--- config.mk ---
export PLATFORM = sky130hd
export DESIGN_NAME = util_demux4_stream
export DESIGN_NICKNAME = d
export VERILOG_FILES = /design/src/rtl/util_demux4_stream_pkg.sv /design/src/rtl/util_demux4_stream_lane_reg.sv /design/src/rtl/util_demux4_stream.sv
export SDC_FILE = /design/constraint.sdc
export NUM_CORES = 1
export LEC_CHECK = 0
export BUFFER_PORTS_ARGS = -buffer_cell sky130_fd_sc_hd__buf_2
export CELL_PAD_IN_SITES_DETAIL_PLACEMENT = 0
export CELL_PAD_IN_SITES_GLOBAL_PLACEMENT = 1
export CORE_AREA = 2 2 54 81
export DETAILED_ROUTE_END_ITERATION = 16
export DIE_AREA = 0 0 56 83
export GPL_TIMING_DRIVEN = 0
export PLACE_DENSITY = 0.88
export SLEW_MARGIN = 20
export SYNTH_ARGS = -nofsm -noshare
export SYNTH_HDL_FRONTEND = slang
export SYNTH_HIERARCHICAL = 1
export SYNTH_SLANG_ARGS = --single-unit
--- constraint.sdc ---
create_clock -name clk -period 5 [get_ports clk]
set_input_delay 1.5 -clock clk [delete_from_list [all_inputs] [get_ports clk]]
set_output_delay 1.5 -clock clk [all_outputs]
set_load 0.03 [all_outputs]
--- src/rtl/util_demux4_stream_pkg.sv ---
// Shared types and constants for the 1-to-4 stream demultiplexer.
package util_pkg;

   typedef logic [1:0] lane_sel_t;

   localparam int unsigned NLANES = 4;

   localparam lane_sel_t LANE0 = 2'd0;
   localparam lane_sel_t LANE1 = 2'd1;
   localparam lane_sel_t LANE2 = 2'd2;
   localparam lane_sel_t LANE3 = 2'd3;

endpackage

--- src/rtl/util_demux4_stream_lane_reg.sv ---
// One-entry output holding register with a valid/ready handshake.
module util_lane_reg #(
   parameter int unsigned W = 8
) (
   input  logic         clk,
   input  logic         rst,
   input  logic         wr,
   input  logic [W-1:0] wr_data,
   output logic         valid,
   input  logic         ready,
   output logic [W-1:0] data
);

   // Valid flag: a write wins over a same-cycle drain so a lane can reload back-to-back.
   always_ff @(posedge clk) begin
      if (rst) begin
         valid <= 1'b0;
      end else if (wr) begin
         valid <= 1'b1;
      end else if (valid && ready) begin
         valid <= 1'b0;
      end
   end

   // Data register: replaced only on a write; a drain leaves the old word in place.
   always_ff @(posedge clk) begin
      if (rst) begin
         data <= '0;
      end else if (wr) begin
         data <= wr_data;
      end
   end

endmodule

--- src/rtl/util_demux4_stream.sv ---
// Registered 1-to-4 stream demultiplexer with optional all-lane broadcast.
module util_demux4_stream
   import util_pkg::*;
#(
   parameter int unsigned A = 7,
   parameter int unsigned B = 0
) (
   input  logic              clk,
   input  logic              rst,
   input  logic              in_valid,
   output logic              in_ready,
   input  lane_sel_t         in_ctrl,
   input  logic              in_bcast,
   input  logic [A:B]        in_data,
   output logic [NLANES-1:0] out_valid,
   input  logic [NLANES-1:0] out_ready,
   output logic [A:B]        out_data0,
   output logic [A:B]        out_data1,
   output logic [A:B]        out_data2,
   output logic [A:B]        out_data3
);

   localparam int unsigned W = A - B + 1;

   logic [NLANES-1:0] free;
   logic [NLANES-1:0] wr;
   logic              accept;
   logic [W-1:0]      lane_data [NLANES];

   assign free   = ~out_valid | out_ready;
   assign accept = in_valid && in_ready;

   // Input ready: target lane free, or every lane free for a broadcast; never during reset.
   always_comb begin
      in_ready = 1'b0;
      if (!rst) begin
         if (in_bcast) begin
            in_ready = &free;
         end else begin
            in_ready = free[in_ctrl];
         end
      end
   end

   // Select decode and per-lane holding registers.
   for (genvar k = 0; k < NLANES; k++) begin : g_lane
      assign wr[k] = accept && (in_bcast || (in_ctrl == lane_sel_t'(k)));

      util_lane_reg #(
         .W (W)
      ) u_lane (
         .clk     (clk),
         .rst     (rst),
         .wr      (wr[k]),
         .wr_data (in_data),
         .valid   (out_valid[k]),
         .ready   (out_ready[k]),
         .data    (lane_data[k])
      );
   end

   assign out_data0 = lane_data[LANE0];
   assign out_data1 = lane_data[LANE1];
   assign out_data2 = lane_data[LANE2];
   assign out_data3 = lane_data[LANE3];

endmodule

# Yosys cells after proc, flatten, opt, wreduce, memory -nomap -nowiden
# Cells that the tools add are included.
# Widths: inputs -> output; s select.
totals:
  ff_bits: 36
  latch_bits: 0
  ramBits: 0
  romBits: 0
  output_inout_bits: 37
  wordCells: 45
  memories: 0
classes:
  addsub: 0
  n_mul: 0
  n_div: 0
  order_cmp: 1
  n_eq_ne: 3
  n_shift: 0
  mux: 12
  bitwise_logic: 2
  reduce_logical: 19
op_table:
  columns: ["op", "count"]
  rows:
  - ["$mux 1", 11]
  - ["$logic_and 1x1->1", 9]
  - ["$reduce_bool 2->1", 4]
  - ["$eq 2x2->1 const B", 2]
  - ["$logic_or 1x1->1", 4]
  - ["$not 4->4", 1]
  - ["$or 4x4->4", 1]
  - ["$reduce_and 4->1", 1]
  - ["$lt 2x3->1 const B", 1]
  - ["$bmux 1 s2", 1]
  - ["$eq 2x1->1 const B", 1]
  - ["$logic_not 2->1", 1]

# Depth between registers and ports, before layout
# Gate-level depths: netlist of the first run.
depth:
  word_depth: 9
  depth_mapped: 7
  mapped_depth_nobuf: 6

# Hierarchy
# The synthesis of the first run kept the hierarchy.
modules_own_cells:
  columns: ["mod", "n_inst", "cells_per_inst", "area_per_inst_um2", "seq_area_each_um2"]
  rows:
  - ["util_lane_reg", 4, 30, 321.6, 180.2]
  - ["util_demux4_stream", 1, 22, 140.1, 0.0]

# Worst setup path before layout of the first run
# No wires, ideal clock.
synth_path:
  kind: "input to output"
  startpoint: "in in_ctrl[1]"
  endpoint: "out in_ready"
  arrival_time_ns: 2.328
  t_required_ns: 3.500
  path_slack_ns: 1.172
  cell_stages: 4
  path_buffers: 0
  path_cell_list: "nor2b_1 -> a21oi_2 -> nand3_2 -> nor2_1"
synth_via:
  elab_chain_len: 4
synth_lines:
  columns: ["item", "line", "rtl"]
  rows:
  - ["start, declared", "util_demux4_stream.sv:12", "input lane_sel_t in_ctrl,"]
  - ["$bmux 1 s2", "util_demux4_stream.sv:40", "in_ready = free[in_ctrl];"]
  - ["$mux 1 (implied by the code)", "util_demux4_stream.sv:40", null]
  - ["$mux 1", "util_demux4_stream.sv:37", "if (in_bcast) begin"]
  - ["$mux 1", "util_demux4_stream.sv:36", "if (!rst) begin"]
  - ["end, declared", "util_demux4_stream.sv:11", "output logic in_ready,"]
# Every way passes these cells. The select of a mux whose other input is x is not followed.

# Worst setup path in the final report of the first run
# Ends and elaborated chain as after synthesis.

==> results_dict.tcl, run 1 <==
set metrics [dict create \
    status "completed" \
    yosys_warnings 6 \
    dieWidth_um 56 \
    critPathMaxFanout 5 \
    grt.busiest_layer "met2" \
    postCtsSetupRepairBufs 0 \
    coreArea_um2 3920 \
    arrival_ns 2.37 \
    ctsResizeCount 0 \
    syn_avg_cell_area_um2 10.0 \
    hold_class "register to register" \
    cp.depth 6 \
    path_delay_family "simple AND/OR/NAND/NOR gates" \
    syn_area_um2 1430 \
    max_freq_mhz 259 \
    layout_common_cells "buf_2, dfxtp_1, nor2_1" \
    dp.cells 241 \
    pwr-share-comb_pct 16.0 \
    switching_share_pct 28.0 \
    wire_per_inst_um 12.9 \
    critPathSlowestCell "buf_2" \
    final_common_cell "buf_2" \
    setup.worst_path.start "in_ctrl[1]" \
    drive_above_1_share_pct 36.3 \
    syn_to_final_growth_pct 29.6 \
    rows 28 \
    setup_viol 0 \
    slowest_delay_ns 0.20 \
    place_ws_ns 1.12 \
    rrSetupSlack_ns 3.35 \
    max_cap_viol_count 0 \
    cp-end-kind "output pin" \
    via_per_inst 4.55 \
    die_y_um 83 \
    nFillCells 395 \
    start_kind "primary input" \
    dp_hpwl_um 2420 \
    path_buf_inv 2 \
    r2r_start "g_lane[2].u_lane/valid" \
    grt_use_met2_pct 24.2 \
    path_clk_slew_ns 0.07 \
    grt_pass1_vias 1142 \
    overflow 0 \
    grt_util_met3_pct 5.14 \
    grt_use_total_pct 14.8 \
    grt_max_degree 13 \
    drc_errors 0 \
    switchingPower_w 0.000174 \
    vias 1134 \
    seq_power_share_pct 49.0 \
    critPathMostFrequentCell "buf_2" \
    grt_use_met1_pct 17.3 \
    p_clk_share_pct 35.0 \
    slew_violations 0 \
    layout_setup_ws_ns 1.13 \
    final-hold-violation-count 0 \
    gp_congestion 0.781 \
    syn_inst 142 \
    diodes 0 \
    dieArea_um2 4650 \
    yosysSeqAreaShare_pct 50.5 \
    tritoncts "yes" \
    grt_pass1_wl_um 5410 \
    cts_buffers 5 \
    critPathKind "primary input to output pin" \
    clk_latency_ns 0.28 \
    cts.sinks 36 \
    fin_cells 249 \
    nets 221 \
    p_total_w 0.000622 \
    start_util_pct 36.4 \
    leakage_nw 0.852 \
    cts_root_buf "clkbuf_8" \
    ctsHoldBuffers 0 \
    power_density_nw_per_um2 337 \
    internal_power_w 0.000448 \
    finalSetupTns_ns 0 \
    rsz0062_at_grt "no" \
    ys_types 19 \
    period_share_pct 77.4 \
    first_pass_iters 4 \
    maxSlewHeadroom_pct 83.9 \
    antenna_left 0 \
    fin_crit_ns 3.87 \
    drtIter0Drc 25 \
    r2r-end "g_lane[3].u_lane/data[1]" \
    wirelength_um 3220 \
    required_ns 3.50 \
    tightest_slew_ns 0.240 \
    ff2ff_path_depth 7 \
    ir_drop_mv 0.226 \
    clk_path_buf_depth 2 \
    synth_seq_cells 36 \
    worst_clock_skew_ns 0.00594 \
    port_buffers 54 \
    crit_chain "buf_2 -> nor2b_1 -> a21oi_2 -> nand3_2 -> nor2_1 -> buf_2" \
    crit_end "in_ready" \
    ios 55 \
    h-tree-depth 2 \
    antenna_found_initial 0 \
    mappedNetlistNets 160 \
]
[how the worst min path moves through the flow]
stage	from	end	slack, ns	depth (start not counted)
floorplan	g_lane[1].u_lane/valid	g_lane[1].u_lane/valid	0.60	2
global placement	g_lane[2].u_lane/data[1]	g_lane[2].u_lane/data[1]	0.47	2
detailed placement	g_lane[3].u_lane/data[5]	g_lane[3].u_lane/data[5]	0.48	2
CTS	g_lane[1].u_lane/valid	g_lane[1].u_lane/valid	0.49	2
global route	g_lane[1].u_lane/valid	g_lane[1].u_lane/valid	0.51	2
finish	g_lane[1].u_lane/valid	g_lane[1].u_lane/valid	0.48	2
[power by group through the flow]
| stage | Clock (W) | Combinational (W) | Sequential (W) |
|---|---|---|---|
| final | 0.000218 | 0.0000995 | 0.000305 |
| after global routing | 0.000239 | 0.000108 | 0.000307 |
| after CTS | 0.000226 | 0.000101 | 0.000305 |
| after detailed placement | 0 | 0.000101 | 0.000312 |
| after global placement | 0 | 0.000100 | 0.000312 |
| after floorplan | 0 | 0.0000422 | 0.000337 |
[per-stage QoR]
step / hold slack (ns) / area, um2 / util (%)
finish: 0.484 / 1850 / 47.1
global placement: 0.469 / 1750 / 44.7
detailed placement: 0.476 / 1750 / 44.7
floorplan: 0.604 / 1430 / -
global route: 0.513 / 1850 / 47.1
CTS: 0.490 / 1850 / 47.1
[registers in the layout, indices dropped and copies added, names as in the netlist]
| signal | flops |
|---|---|
| g_lane.u_lane/data | 32 |
| g_lane.u_lane/valid | 4 |
[synthesized netlist by cell type (all sizes together)]
cell,instances,share of area [%]
dfxtp,36,51
nor2,33,8.7
mux2i,32,22
a21oi,6,2.4
nor2b,5,2.2
buf,4,3.2
clkbuf,4,1.4
inv,4,1.1
nand2b,4,1.8
o21ai,4,1.7
nor3,3,1.1
nand2,2,0.53
nand3,2,1.1
nand3b,1,0.53
nor4b,1,1.1
o21bai,1,0.53
[tightest hold or removal path: stages (launching register included)]
cell	delay, ns
dfxtp_1	0.32
nand2b_1	0.07
a21oi_1	0.06
[kinds of logic (layout without fill, tap and decap cells)]
| logic type | Yosys count | in the layout | share of synthesized area (%) |
|---|---|---|---|
| flops | 36 | 36 | 50.5 |
| mux | 32 | 32 | 22.5 |
| buf+inv | 12 | 74 | 5.61 |
| compound gates | 11 | 11 | 4.56 |
| simple gates | 51 | 51 | 16.8 |
[area by class of cell]
type	count	area, um2	share of cell area, %
Buffer	8	65.1	3.52
Clock buffer	6	82.6	4.47
Clock inverter	2	13.8	0.744
Inverter	4	15.0	0.812
Multi-Input combinational cell	94	626	33.8
Sequential cell	36	721	39.0
Tap cell	45	56.3	3.04
Timing Repair Buffer	54	270	14.6
[layer usage]
layer	part of all wire (%)	wire length (um)
met3	7.2	233
met4	1.1	37
met1	42	1350
met5	0	0
met2	50	1600
Power figures use the tool's default switching activity.
==> run 2, diff against run 1 <==
- CORE_AREA: 2 2 54 81 -> 2 2 56 84
- DIE_AREA: 0 0 56 83 -> 0 0 58 86
- PLACE_DENSITY: 0.88 -> 0.83
- clock period: 5 -> 3.8 ns (I/O delays scaled with it)
==> results_dict.tcl, run 2 (same netlist as run 1, synthesis figures left out) <==
set metrics [dict create \
    status "completed" \
    dieArea_um2 4990 \
    switchingPower_w 0.000220 \
    grt_pass1_wl_um 5100 \
    ios 55 \
    crit_chain "buf_2 -> o21bai_1 -> nand3b_1 -> nand3_2 -> nor2_1 -> buf_2" \
    period_share_pct 83.1 \
    wire_per_inst_um 13.2 \
    maxSlewHeadroom_pct 84.2 \
    hold_class "register to register" \
    fin_crit_ns 3.16 \
    clk_path_buf_depth 2 \
    leakage_nw 0.841 \
    critPathMostFrequentCell "buf_2" \
    overflow 0 \
    grt_use_total_pct 13.8 \
    start_kind "primary input" \
    r2r-end "g_lane[3].u_lane/data[1]" \
    final-hold-violation-count 0 \
    gp_congestion 0.766 \
    setup.worst_path.start "in_bcast" \
    pwr-share-comb_pct 16.6 \
    cts_root_buf "clkbuf_8" \
    ff2ff_path_depth 7 \
    critPathKind "primary input to output pin" \
    fin_cells 249 \
    drc_errors 0 \
    hold-worst-slack_ns 0.486 \
    required_ns 2.66 \
    whs_endpoint "g_lane[1].u_lane/valid" \
    worst_clock_skew_ns 0.00571 \
    min_path_cells 2 \
    ir_drop_mv 0.231 \
    syn_to_final_growth_pct 28.4 \
    rsz0062_at_grt "no" \
    cts_buffers 5 \
    max_cap_viol_count 0 \
    antenna_found_initial 0 \
    switching_share_pct 28.0 \
    ctsResizeCount 0 \
    r2r_start "g_lane[2].u_lane/valid" \
    dp_hpwl_um 2440 \
    h-tree-depth 2 \
    critPathSlowestCell "buf_2" \
    arrival_ns 2.02 \
    top_regs "g_lane.u_lane/data x32, g_lane.u_lane/valid x4" \
    setup_viol 0 \
    vias 1136 \
    layout_common_cells "buf_2, dfxtp_1, nor2_1" \
    antenna_left 0 \
    largest_reg_flops 32 \
    grt_pass1_vias 1075 \
    tritoncts "yes" \
    rows 29 \
    fin_util_pct 43.5 \
    die_y_um 86 \
    min_from "g_lane[1].u_lane/valid" \
    start_util_pct 33.9 \
    cts.sinks 36 \
    via_per_inst 4.56 \
    drive_above_1_share_pct 35.5 \
    rrSetupSlack_ns 2.17 \
    postCtsSetupRepairBufs 0 \
    seq_power_share_pct 51.1 \
    dieWidth_um 58 \
    critPathMaxFanout 6 \
    nets 221 \
    dp.cells 242 \
    clk_latency_ns 0.28 \
    grt_max_degree 11 \
    cp-end-kind "output pin" \
    path_delay_family "simple AND/OR/NAND/NOR gates" \
    path_buf_inv 2 \
    slew_violations 0 \
    ctsHoldBuffers 0 \
    regMostFlops "g_lane.u_lane/data" \
    power_density_nw_per_um2 430 \
    path_clk_slew_ns 0.06 \
    wirelength_um 3280 \
    diodes 0 \
    nFillCells 426 \
    p_clk_share_pct 32.3 \
    finalSetupTns_ns 0 \
    internal_power_w 0.000566 \
    max_freq_mhz 317 \
    final_common_cell "buf_2" \
    slowest_delay_ns 0.20 \
    port_buffers 54 \
    first_pass_iters 4 \
    tightest_slew_ns 0.234 \
    coreArea_um2 4210 \
    drtIter0Drc 53 \
]
run 2: worst max path at each step:
stage / endpoint / slack (ns) / cells after the start
global route: in_ready / 0.59 / 6
detailed placement: in_ready / 0.65 / 6
global placement: in_ready / 0.63 / 6
finish: in_ready / 0.64 / 6
floorplan: in_ready / 0.69 / 4
CTS: in_ready / 0.65 / 6
run 2: per-layer routing:
layer  vias to the layer above  wire length [um]  track usage, %
met5                         -                 0               0
met4                         0                75            7.61
met3                         5               169            2.71
met2                        39              1570            21.7
met1                       504              1470            17.4
li1                        588                 -               -
run 2: final cells by class:
type                    instances  area, um2  share of cell area, %
clock inverters                 1       5.00                  0.273
multi-input cells              94        626                   34.2
flip-flops and latches         36        721                   39.3
repair buffers                 54        270                   14.8
well taps                      46       57.6                   3.14
plain buffers                   8       65.1                   3.55
clock buffers                   6       72.6                   3.96
inverters                       4       15.0                  0.820
run 2: power groups by stage:
| stage | logic [W] | clock network (W) | registers, W |
|---|---|---|---|
| 6_report | 0.000131 | 0.000254 | 0.000402 |
| 4_1_cts | 0.000132 | 0.000261 | 0.000402 |
| 5_1_grt | 0.000142 | 0.000273 | 0.000404 |
| 3_5_place_dp | 0.000132 | 0 | 0.000411 |
| 3_3_place_gp | 0.000131 | 0 | 0.000411 |
| 2_1_floorplan | 0.0000556 | 0 | 0.000443 |
run 2: worst min-delay path, delay by kind of cell, from the launching register on:
family             cells  cell delay [ns]
and+or+nand+nor        1             0.07
AOI/OAI and AO/OA      1             0.06
DFF                    1             0.31
run 2: stage by stage:
stage | worst slack, ns | total power (W) | cell area, um2
after floorplan | 0.692 | 0.000499 | 1430
after global placement | 0.629 | 0.000542 | 1750
after detailed placement | 0.650 | 0.000543 | 1750
after CTS | 0.649 | 0.000795 | 1830
after global routing | 0.589 | 0.000818 | 1830
final | 0.642 | 0.000787 | 1830
==> run 3, diff against run 2 <==
- CORE_AREA: 2 2 56 84 -> 2 2 58 87
- DIE_AREA: 0 0 58 86 -> 0 0 60 89
- PLACE_DENSITY: 0.83 -> 0.82
- clock period: 3.8 -> 2.5 ns (I/O delays scaled with it)
==> results_dict.tcl, run 3 (same netlist as run 1, synthesis figures left out) <==
set metrics [dict create \
    pwr-share-comb_pct 16.9 \
    grt_use_met2_pct 20.6 \
    multiInputGateArea_um2 626 \
    max_freq_mhz 415 \
    antenna_left 0 \
    ios 55 \
    required_ns 1.75 \
    status "completed" \
    rows 30 \
    nets 221 \
    drtIter0Drc 36 \
    grt.busiest_layer "met2" \
    max_cap_viol_count 0 \
    cts_buffers 5 \
    grt_use_met1_pct 16.0 \
    postLayoutCellArea_um2 1850 \
    vias 1140 \
    overflow 0 \
    hold-worst-slack_ns 0.478 \
    p_clk_share_pct 31.8 \
    worst_clock_skew_ns 0.00227 \
    drc_errors 0 \
    slew_violations 0 \
    cts_root_buf "clkbuf_8" \
    diodes 0 \
    fin_crit_ns 2.41 \
    leakage_nw 0.841 \
    port_buffers 54 \
    postCtsSetupRepairBufs 0 \
    regArea_um2 721 \
    seq_power_share_pct 51.3 \
    switchingPower_w 0.000329 \
    switching_share_pct 27.6 \
    gp_congestion 0.783 \
    die_y_um 89 \
    cts.sinks 36 \
    h-tree-depth 2 \
    wirelength_um 3390 \
    maxSlewHeadroom_pct 82.9 \
    place_ws_ns 0.0815 \
    dieWidth_um 60 \
    finalSetupTns_ns 0 \
    critPathMaxFanout 6 \
    tritoncts "yes" \
    cp-end-kind "output pin" \
    largest_reg_flops 32 \
    tightest_slew_ns 0.256 \
    ir_drop_mv 0.268 \
    coreArea_um2 4540 \
    clk_latency_ns 0.28 \
    final-hold-violation-count 0 \
    ctsResizeCount 0 \
    final_common_cell "buf_2" \
    place_area_um2 1780 \
    nFillCells 486 \
    layout_common_cells "buf_2, dfxtp_1, nor2_1" \
    critPathKind "primary input to output pin" \
    grt_max_degree 11 \
    grt_pass1_vias 999 \
    antenna_found_initial 0 \
    wire_per_inst_um 12.7 \
    arrival_ns 1.66 \
    via_per_inst 4.27 \
    syn_to_final_growth_pct 30.0 \
    dieArea_um2 5340 \
    start_util_pct 31.4 \
    first_pass_iters 4 \
    path_clk_slew_ns 0.07 \
    clk_path_buf_depth 2 \
    fin_util_pct 40.8 \
    regMostFlops "g_lane.u_lane/data" \
    top_regs "g_lane.u_lane/data x32, g_lane.u_lane/valid x4" \
    start_kind "primary input" \
    dp_hpwl_um 2420 \
    layout_setup_ws_ns 0.0909 \
    grt_pass1_wl_um 4960 \
    rsz0062_at_grt "no" \
    drive_above_1_share_pct 35.5 \
    power_density_nw_per_um2 642 \
    grt_use_total_pct 13.1 \
    internal_power_w 0.000861 \
    setup_viol 0 \
    period_share_pct 96.4 \
    grt_util_met3_pct 4.05 \
    hold_class "register to register" \
    ctsHoldBuffers 0 \
]
## run 3: final timing paths
kind                                        startpoint                        to  slack [ns]  depth (start not counted)
worst min-delay path            g_lane[1].u_lane/valid    g_lane[1].u_lane/valid        0.48                          2
worst max-delay path                          in_bcast                  in_ready        0.09                          6
worst min register to register  g_lane[1].u_lane/valid    g_lane[1].u_lane/valid        0.48                          2
worst max register to register  g_lane[2].u_lane/valid  g_lane[3].u_lane/data[2]        0.85                          7
## run 3: layout make-up
type | instances | share of cell area, %
Clock inverter | 1 | 0.270
Clock buffer | 6 | 3.91
Tap cell | 64 | 4.32
Timing Repair Buffer | 54 | 14.6
Sequential cell | 36 | 38.9
Multi-Input combinational cell | 94 | 33.7
Inverter | 4 | 0.810
Buffer | 8 | 3.51
## run 3: stage by stage
step,power (W),instances
floorplan,0.000758,142
global placement,0.000824,260
detailed placement,0.000826,260
CTS,0.00121,267
global route,0.00125,267
finish,0.00119,267
## run 3: worst max-delay path, stage by stage
cell and delay [ns]:
buf_2 0.13, o21bai_1 0.18, nand3b_1 0.13, nand3_2 0.14, nor2_1 0.13, buf_2 0.20
## run 3: power groups by stage
stage	clock network (W)	logic, W	registers (W)
floorplan	0	0.0000845	0.000674
global placement	0	0.000201	0.000623
detailed placement	0	0.000202	0.000624
CTS	0.000400	0.000203	0.000611
global route	0.000423	0.000216	0.000613
finish	0.000378	0.000201	0.000611
## run 3: per-layer routing
layer,up-vias,part of all wire (%)
li1,598,-
met1,504,46
met2,34,48
met3,4,4.3
met4,0,1.1
met5,-,0
